<file path="config.mk">
export PLATFORM = sky130hd
export DESIGN_NAME = round_robin_bus_arbiter_flat
export DESIGN_NICKNAME = d
export VERILOG_FILES = /design/src/rtl/round_robin_bus_arbiter_if.sv /design/src/rtl/round_robin_bus_arbiter.sv /design/src/flat_wrapper.sv
export SDC_FILE = /design/constraint.sdc
export NUM_CORES = 1
export LEC_CHECK = 0
export CAP_MARGIN = 30
export CELL_PAD_IN_SITES_DETAIL_PLACEMENT = 0
export CELL_PAD_IN_SITES_GLOBAL_PLACEMENT = 2
export CORE_MARGIN = 5
export CORE_UTILIZATION = 32
export CTS_BUF_LIST = sky130_fd_sc_hd__clkbuf_4
export DETAILED_ROUTE_END_ITERATION = 7
export GPL_TIMING_DRIVEN = 0
export PLACE_DENSITY_LB_ADDON = 0.1
export SLEW_MARGIN = 15
export SYNTH_ARGS = -nofsm -noshare
export SYNTH_HDL_FRONTEND = slang
export SYNTH_SLANG_ARGS = --single-unit
</file>
<file path="constraint.sdc">
create_clock -name clock -period 2.9 [get_ports clock]
set_input_delay 0.58 -clock clock [delete_from_list [all_inputs] [get_ports clock]]
set_output_delay 0.58 -clock clock [all_outputs]
set_load 0.05 [all_outputs]
</file>
<file path="src/rtl/round_robin_bus_arbiter_if.sv">
// ---------------------------------------------------------------------------
// round_robin_bus_arbiter_if
// Bus-request interface between the snoopy-bus caches and the arbiter.
//   requests     : per-cache request lines (held for the whole transaction)
//   grants       : one-hot (or zero) ownership vector
//   busy         : high while any grant is high
//   ownerIndex   : binary index of the current owner, 0 when idle
//   timeoutPulse : one-cycle pulse when an owner is forcibly revoked
// Modports: master = requesting side, slave = arbiter side.
// ---------------------------------------------------------------------------
interface round_robin_bus_arbiter_if #(
    parameter int NUMBER_OF_DEVICES = 4
);
    localparam int IDX_W = (NUMBER_OF_DEVICES > 1) ? $clog2(NUMBER_OF_DEVICES) : 1;

    logic [NUMBER_OF_DEVICES-1:0] requests;
    logic [NUMBER_OF_DEVICES-1:0] grants;
    logic                         busy;
    logic [IDX_W-1:0]             ownerIndex;
    logic                         timeoutPulse;

    modport master (
        output requests,
        input  grants, busy, ownerIndex, timeoutPulse
    );

    modport slave (
        input  requests,
        output grants, busy, ownerIndex, timeoutPulse
    );
endinterface

</file>
<file path="src/rtl/round_robin_bus_arbiter.sv">
// ---------------------------------------------------------------------------
// round_robin_bus_arbiter
// Round-robin arbiter for a snoopy bus shared by NUMBER_OF_DEVICES caches.
// An owner keeps the bus as long as it holds its request; when it drops,
// the next requester in round-robin order is granted on the same edge.
//
// Ports:
//   clock : rising-edge clock
//   reset : synchronous, active-low reset
//   bus   : round_robin_bus_arbiter_if.slave (requests in; grants, busy,
//           ownerIndex, timeoutPulse out -- all registered)
//
// Optional feature: define ROUND_ROBIN_BUS_ARBITER_TIMEOUT_EN to compile in
// a hold counter that revokes an owner after TIMEOUT_CYCLES grant cycles.
// Without it, timeoutPulse is tied low and grants are held indefinitely.
// ---------------------------------------------------------------------------
module round_robin_bus_arbiter #(
    parameter int NUMBER_OF_DEVICES = 4,
    parameter int TIMEOUT_CYCLES    = 64
) (
    input  logic                    clock,
    input  logic                    reset,
    round_robin_bus_arbiter_if.slave bus
);
    localparam int N     = NUMBER_OF_DEVICES;
    localparam int IDX_W = (N > 1) ? $clog2(N) : 1;

`ifdef ROUND_ROBIN_BUS_ARBITER_TIMEOUT_EN
    localparam int CNT_W = $clog2(TIMEOUT_CYCLES);
    typedef enum logic [1:0] {IDLE, GRANTED, RELEASE} state_t;
`else
    typedef enum logic {IDLE, GRANTED} state_t;
`endif

    state_t           state_q, state_d;
    logic [N-1:0]     grants_q, grants_d;
    logic [IDX_W-1:0] owner_q, owner_d;
    logic [IDX_W-1:0] ptr_q, ptr_d;
    logic             busy_q, busy_d;
    logic             pulse_q, pulse_d;
`ifdef ROUND_ROBIN_BUS_ARBITER_TIMEOUT_EN
    logic [CNT_W-1:0] cnt_q, cnt_d;
`endif

    // Round-robin search: candidates ptr+1 .. ptr+N (ptr itself last).
    // Walking from the far end lets the nearest requester overwrite the
    // result, so no early exit is needed.
    logic             found;
    logic [IDX_W-1:0] next_idx;
    logic [IDX_W-1:0] cand;

    always_comb begin
        found    = 1'b0;
        next_idx = '0;
        cand     = '0;
        for (int k = N; k >= 1; k--) begin
            cand = IDX_W'((int'(ptr_q) + k) % N);
            if (bus.requests[cand]) begin
                found    = 1'b1;
                next_idx = cand;
            end
        end
    end

    logic take_new;

    always_comb begin
        state_d  = state_q;
        grants_d = grants_q;
        owner_d  = owner_q;
        ptr_d    = ptr_q;
        pulse_d  = 1'b0;
        take_new = 1'b0;
`ifdef ROUND_ROBIN_BUS_ARBITER_TIMEOUT_EN
        cnt_d    = cnt_q;
`endif

        case (state_q)
            IDLE: take_new = 1'b1;
            GRANTED: begin
                if (bus.requests[owner_q]) begin
`ifdef ROUND_ROBIN_BUS_ARBITER_TIMEOUT_EN
                    if (cnt_q == CNT_W'(TIMEOUT_CYCLES - 1)) begin
                        // Revoke; ptr stays on the revoked owner so it is
                        // searched last when arbitration resumes.
                        state_d  = RELEASE;
                        grants_d = '0;
                        owner_d  = '0;
                        pulse_d  = 1'b1;
                    end else begin
                        cnt_d = cnt_q + CNT_W'(1);
                    end
`endif
                end else begin
                    // Owner dropped: hand over on this same edge.
                    take_new = 1'b1;
                end
            end
`ifdef ROUND_ROBIN_BUS_ARBITER_TIMEOUT_EN
            // The RELEASE cycle carries no grant; its exit edge arbitrates
            // as IDLE would, so only one dead cycle follows a revocation.
            RELEASE: take_new = 1'b1;
`endif
            default: begin
                state_d  = IDLE;
                grants_d = '0;
                owner_d  = '0;
            end
        endcase

        if (take_new) begin
            if (found) begin
                state_d  = GRANTED;
                grants_d = N'(1) << next_idx;
                owner_d  = next_idx;
                ptr_d    = next_idx;
`ifdef ROUND_ROBIN_BUS_ARBITER_TIMEOUT_EN
                cnt_d    = '0;
`endif
            end else begin
                state_d  = IDLE;
                grants_d = '0;
                owner_d  = '0;
            end
        end

        busy_d = |grants_d;
    end

    always_ff @(posedge clock) begin
        if (!reset) begin
            state_q  <= IDLE;
            grants_q <= '0;
            owner_q  <= '0;
            ptr_q    <= IDX_W'(N - 1);   // device 0 wins the first arbitration
            busy_q   <= 1'b0;
            pulse_q  <= 1'b0;
`ifdef ROUND_ROBIN_BUS_ARBITER_TIMEOUT_EN
            cnt_q    <= '0;
`endif
        end else begin
            state_q  <= state_d;
            grants_q <= grants_d;
            owner_q  <= owner_d;
            ptr_q    <= ptr_d;
            busy_q   <= busy_d;
            pulse_q  <= pulse_d;
`ifdef ROUND_ROBIN_BUS_ARBITER_TIMEOUT_EN
            cnt_q    <= cnt_d;
`endif
        end
    end

    assign bus.grants     = grants_q;
    assign bus.busy       = busy_q;
    assign bus.ownerIndex = owner_q;
    assign bus.timeoutPulse = pulse_q;

endmodule

</file>
<file path="src/flat_wrapper.sv">
// flat-port wrapper written by rule: the top's interface ports become plain ports
module round_robin_bus_arbiter_flat 
#(
    parameter int NUMBER_OF_DEVICES = 4,
    parameter int TIMEOUT_CYCLES    = 64
)
  (clock, reset, bus_requests, bus_grants, bus_busy, bus_ownerIndex, bus_timeoutPulse);
  round_robin_bus_arbiter_if #(.NUMBER_OF_DEVICES(NUMBER_OF_DEVICES)) bus_i ();
  input  logic clock;
  input  logic reset;
  input wire logic [$bits(bus_i.requests)-1:0] bus_requests;
  output wire logic [$bits(bus_i.grants)-1:0] bus_grants;
  output wire logic [$bits(bus_i.busy)-1:0] bus_busy;
  output wire logic [$bits(bus_i.ownerIndex)-1:0] bus_ownerIndex;
  output wire logic [$bits(bus_i.timeoutPulse)-1:0] bus_timeoutPulse;
  assign bus_i.requests = bus_requests;
  assign bus_grants = bus_i.grants;
  assign bus_busy = bus_i.busy;
  assign bus_ownerIndex = bus_i.ownerIndex;
  assign bus_timeoutPulse = bus_i.timeoutPulse;
  round_robin_bus_arbiter #(.NUMBER_OF_DEVICES(NUMBER_OF_DEVICES), .TIMEOUT_CYCLES(TIMEOUT_CYCLES)) u_core (.clock(clock), .reset(reset), .bus(bus_i));
endmodule
</file>
; Yosys cells after proc, flatten, opt, wreduce, memory -nomap -nowiden
; Cells that the tools add are included.
[totals]
reg_bits = 10
inputBits = 6
out_inout_bits = 8
word_cells = 42
[op_classes]
n_addsub = 4
order_cmp = 5
n_shift = 1
n_mux = 24
bitwise_logic = 1
n_reduce_logical = 2
[op_table]
columns = op, n
row1 = "less-than comparator 2 x 3 -> 1 bit, second input constant", 5
row2 = 2-to-1 mux 1 bit, 11
row3 = binary-select mux 1 bit (select 2 bit), 5
row4 = 2-to-1 mux 2 bit, 5
row5 = 2-to-1 mux 4 bit, 2
row6 = "adder 2 x 1 -> 2 bit, second input constant", 2
row7 = "adder 2 bit, second input constant", 2
row8 = OR reduction 4 bit, 1
row9 = "<< shifter 1 x 2 -> 4 bit, first input constant", 1
row10 = case mux 1 bit (2 select lines), 1
row11 = AND reduction 2 bit, 1
row12 = NOT 1 bit, 1

; Depth between registers and ports, before layout
[logic_depth]
depth_word = 11
mapped_depth = 7
ltp_nobuf = 5

; Worst setup path after synthesis
; No wires, ideal clock.
[synth_timing]
path_type = register to register
from = reg u_core.owner_q[0] (netlist: u_core.bus.ownerIndex[0])
to = reg u_core.ptr_q[0]
setup_ps = 119
t_arrival_ps = 1618
required_time_ps = 2781
path_slack_ps = 1163
stages_incl_launch_ff = 6
n_path_buf = 1
period_less_slack_ps = 1737
cell_sequence = dfxtp_1 > mux2_2 > o2bb2ai_2 > buf_6 > o31ai_1 > nand2_1
[synth_between]
elab_chain_len = 5
[synth_lines]
columns = element, line_no
row1 = "start, declared", round_robin_bus_arbiter.sv:37  ; logic [IDX_W-1:0] owner_q, owner_d;
row2 = "start signal, assigned", round_robin_bus_arbiter.sv:144  ; owner_q <= owner_d;
row3 = binary-select mux 1 bit (select 2 bit), round_robin_bus_arbiter.sv:81  ; if (bus.requests[owner_q]) begin
row4 = 2-to-1 mux 1 bit (implied by the code), round_robin_bus_arbiter.sv:81
row5 = 2-to-1 mux 1 bit, round_robin_bus_arbiter.sv:81
row6 = case mux 1 bit (2 select lines), round_robin_bus_arbiter.sv:78  ; case (state_q)
row7 = AND reduction 2 bit (no line), n/a
row8 = "end signal, assigned", round_robin_bus_arbiter.sv:135  ; ptr_q <= IDX_W'(N - 1);
row9 = "end signal, assigned", round_robin_bus_arbiter.sv:145  ; ptr_q <= ptr_d;
row10 = "end, declared", round_robin_bus_arbiter.sv:38  ; logic [IDX_W-1:0] ptr_q, ptr_d;
; Every way passes these cells. The select of a mux whose other input is x is not followed.
; A chain may end at the register's enable or synchronous reset.

; Worst setup path after layout
[layout_timing]
from = reg u_core.owner_q[0] (netlist: u_core.bus.ownerIndex[0])
to = out bus_ownerIndex[0]
[layout_rtl]
columns = element, line_no
row1 = "end, declared", flat_wrapper.sv:14  ; output wire logic [$bits(bus_i.ownerIndex)-1:0] bus_ownerIndex;
; No word-level cell between the ends.

==> flow_summary.ini <==
[timing]
hold_violations = 0
min_period_ps = 2080
tns_ps = 0
setup_violations = 0
fmax_mhz = 482
drv_slew = 0
maxSlewHeadroom_pct = 66.4
setup_slack_ps = 825
final.period_utilization_pct = 71.6
worst_pin_slew_ps = 502
rsz0062_at_grt = no
fin_worst_skew_ps = 7.62

[critical_path]
worst-path-stages = 1
worstSetupEndpoint = bus_ownerIndex[0]
crit_path_end_kind = primary output
crit_start = u_core.bus.ownerIndex[0]
startpoint_type = flip-flop
crit_chain = clkdlybuf4s50_1
cp.required_ps = 2320
reg2reg_slack_ps = 1410
cpPeakStageDelay_ps = 830
rr_endpoint = u_core.ptr_q[0]
r2r.worst_path.cells = 5
critPathKind = flip-flop to primary output
path_delay_family = buffers and inverters
crit_arrival_ps = 1500
worstPathMaxFanout = 4
slowest_stage = clkdlybuf4s50_1
worstPathBufferInverterCount = 1
r2r-start = u_core.bus.ownerIndex[0]

[final_layout]
multi_input_area_um2 = 330
syn2layout_area_growth_pct = 29.5
n_fill_cell = 191
diodes = 0
post-route-util_pct = 43.2
finalNonFillerCells = 101
finish.instance_area_um2 = 737
layout-drive-gt1-share_pct = 19.7
seqCellArea_um2 = 200
fin_nets = 83

[die]
core_um2 = 1710
row_count = 15
chipWidth_um = 52.2
ios = 14
start_util_pct = 33.3
dieArea_um2 = 2720
die_h_um = 52.2

[synth]
syn_nets = 67
synth.distinct_cells = 32
synth_area_leaders = dfxtp_1 (35%), nor2b_1 (5.5%), a311oi_4 (4.6%)
avgSynthCellArea_um2 = 9.33
synth-seq-cells = 10
synth_top_area_share_pct = 35.2
yosysWarningCount = 0
synthCells = 61
yosysTopAreaCell = dfxtp_1
netlist_area_um2 = 569
ys_seq_area_share_pct = 35.2

[detailed_routing]
via_per_inst = 4.70
postRouteAntennaNets = 0
firstDrtPassIters = 4
routed_wl_um = 1250
vias = 475
drtIter0Drc = 13
drcViolationCount = 0
post_drt_wl_per_cell_um = 12.3

[pwr]
vdd_ir_drop_max_v = 0.000282
leakage_nw = 0.277
p_per_area_nw_per_um2 = 592

[clock_tree]
htreeDepth = 1
cts_tree = yes
clkLatencyLatePin_ps = 270
cts_buffers = 3
path_clk_slew_ps = 70
cts_setup_buffers = 0
post_cts_resized = 0
cts.path.max_buffers = 2
root_buffer = clkbuf_4
cts.sinks = 10
cts_hold_buf = 0

[worst_hold_path]
hold_depth = 2
min_path_type = flip-flop to flip-flop

[place]
numPortBuffers = 11
dpl.cell_count = 97
dpl_cell_area_um2 = 711
place_ws_ps = 710
place.gp.congestion = 0.697
hpwl_um = 939

[global_route]
grt_max_degree = 11
grt_pass1_vias = 455
grt_overflow = 0
grt_usage_pct = 10.6
grt_pass1_wl_um = 2040
antenna_found_initial = 0

[job]
cap_violations = 0

[run_status]
status = complete, no violations
## cells in the final DEF (no fill, tap or decap), types with 2 or more instances in the layout
cell,synthesis,layout
clkbuf_4,0,3
mux2i_1,2,2
a21oi_1,2,2
a221oi_1,2,2
inv_1,4,4
clkdlybuf4s50_1,0,11
o21ai_1,3,3
nor2_1,4,4
dfxtp_1,10,10
nand2_1,5,5
nor2b_1,5,5
nand2b_1,2,2
## through the flow
step	power (mW)	hold slack, ps
floorplan	0.294	555
global placement	0.342	479
detailed placement	0.342	484
CTS	0.441	502
global route	0.467	526
finish	0.436	497
## state kept, by name, summed over array words and instances (netlist names)
name                   flops
u_core.bus.grants          4
u_core.bus.ownerIndex      2
u_core.ptr_q               2
u_core.bus.busy            1
u_core.state_q             1
## routing by layer
layer  share of wire, %  up-vias  GRT usage (%)
li1                   -      246              -
met1                 47      214           12.4
met2                 45       10           16.3
met3                5.5        5           3.99
met4                2.3        0           6.38
met5                  0        -              0
## layout make-up
cell class,instances,share of cell area [%]
flip-flops and latches,10,27.2
repair buffers,11,14.9
multi-input cells,44,44.8
clock buffers,3,3.06
well taps,25,4.24
inverters,4,2.04
clock inverters,1,0.509
plain buffers,3,3.23
## cell usage after synthesis
cell type,count
nand3b_1,1
conb_1,1
o221ai_1,1
a311oi_4,1
o31ai_1,1
buf_4,1
a22oi_1,1
inv_1,4
nor2_1,4
a21boi_1,1
o2bb2ai_2,1
a221oi_1,2
dfxtp_1,10
mux2_2,1
and2_1,1
o21ai_1,3
nand2_1,5
nor4_1,1
a21oi_1,2
nor2b_2,1
nand2b_1,2
o32ai_2,1
and2b_1,1
a22oi_2,1
nor3b_1,1
mux2i_1,2
nor2b_1,5
buf_6,1
nor3_2,1
or2_4,1
buf_2,1
a21boi_2,1
## power by group
| part | internal [mW] | leakage, nW | total (mW) | switching, mW |
|---|---|---|---|---|
| clock network | 0.0497 | 0.0154 | 0.0981 | 0.0483 |
| registers | 0.155 | 0.0829 | 0.171 | 0.0160 |
| logic | 0.0695 | 0.179 | 0.168 | 0.0981 |
| total | 0.274 | 0.277 | 0.436 | 0.162 |
## how the worst min path moves through the flow
stage	startpoint	end	slack, ps
floorplan	u_core.ptr_q[1]	u_core.ptr_q[1]	550
global placement	u_core.bus.grants[2]	u_core.bus.grants[2]	480
detailed placement	u_core.bus.grants[2]	u_core.bus.grants[2]	480
CTS	u_core.bus.grants[2]	u_core.bus.grants[2]	500
global route	u_core.bus.grants[2]	u_core.bus.grants[2]	530
finish	u_core.bus.grants[2]	u_core.bus.grants[2]	500
## logic make-up after synthesis
family | synth area share, %
AND/OR/NAND/NOR | 24.6
multiplexers | 5.49
other | 0.659
flip-flops | 35.2
buffers and inverters | 6.81
AO/OA/AOI/OAI | 27.3
Power figures use the tool's default switching activity.
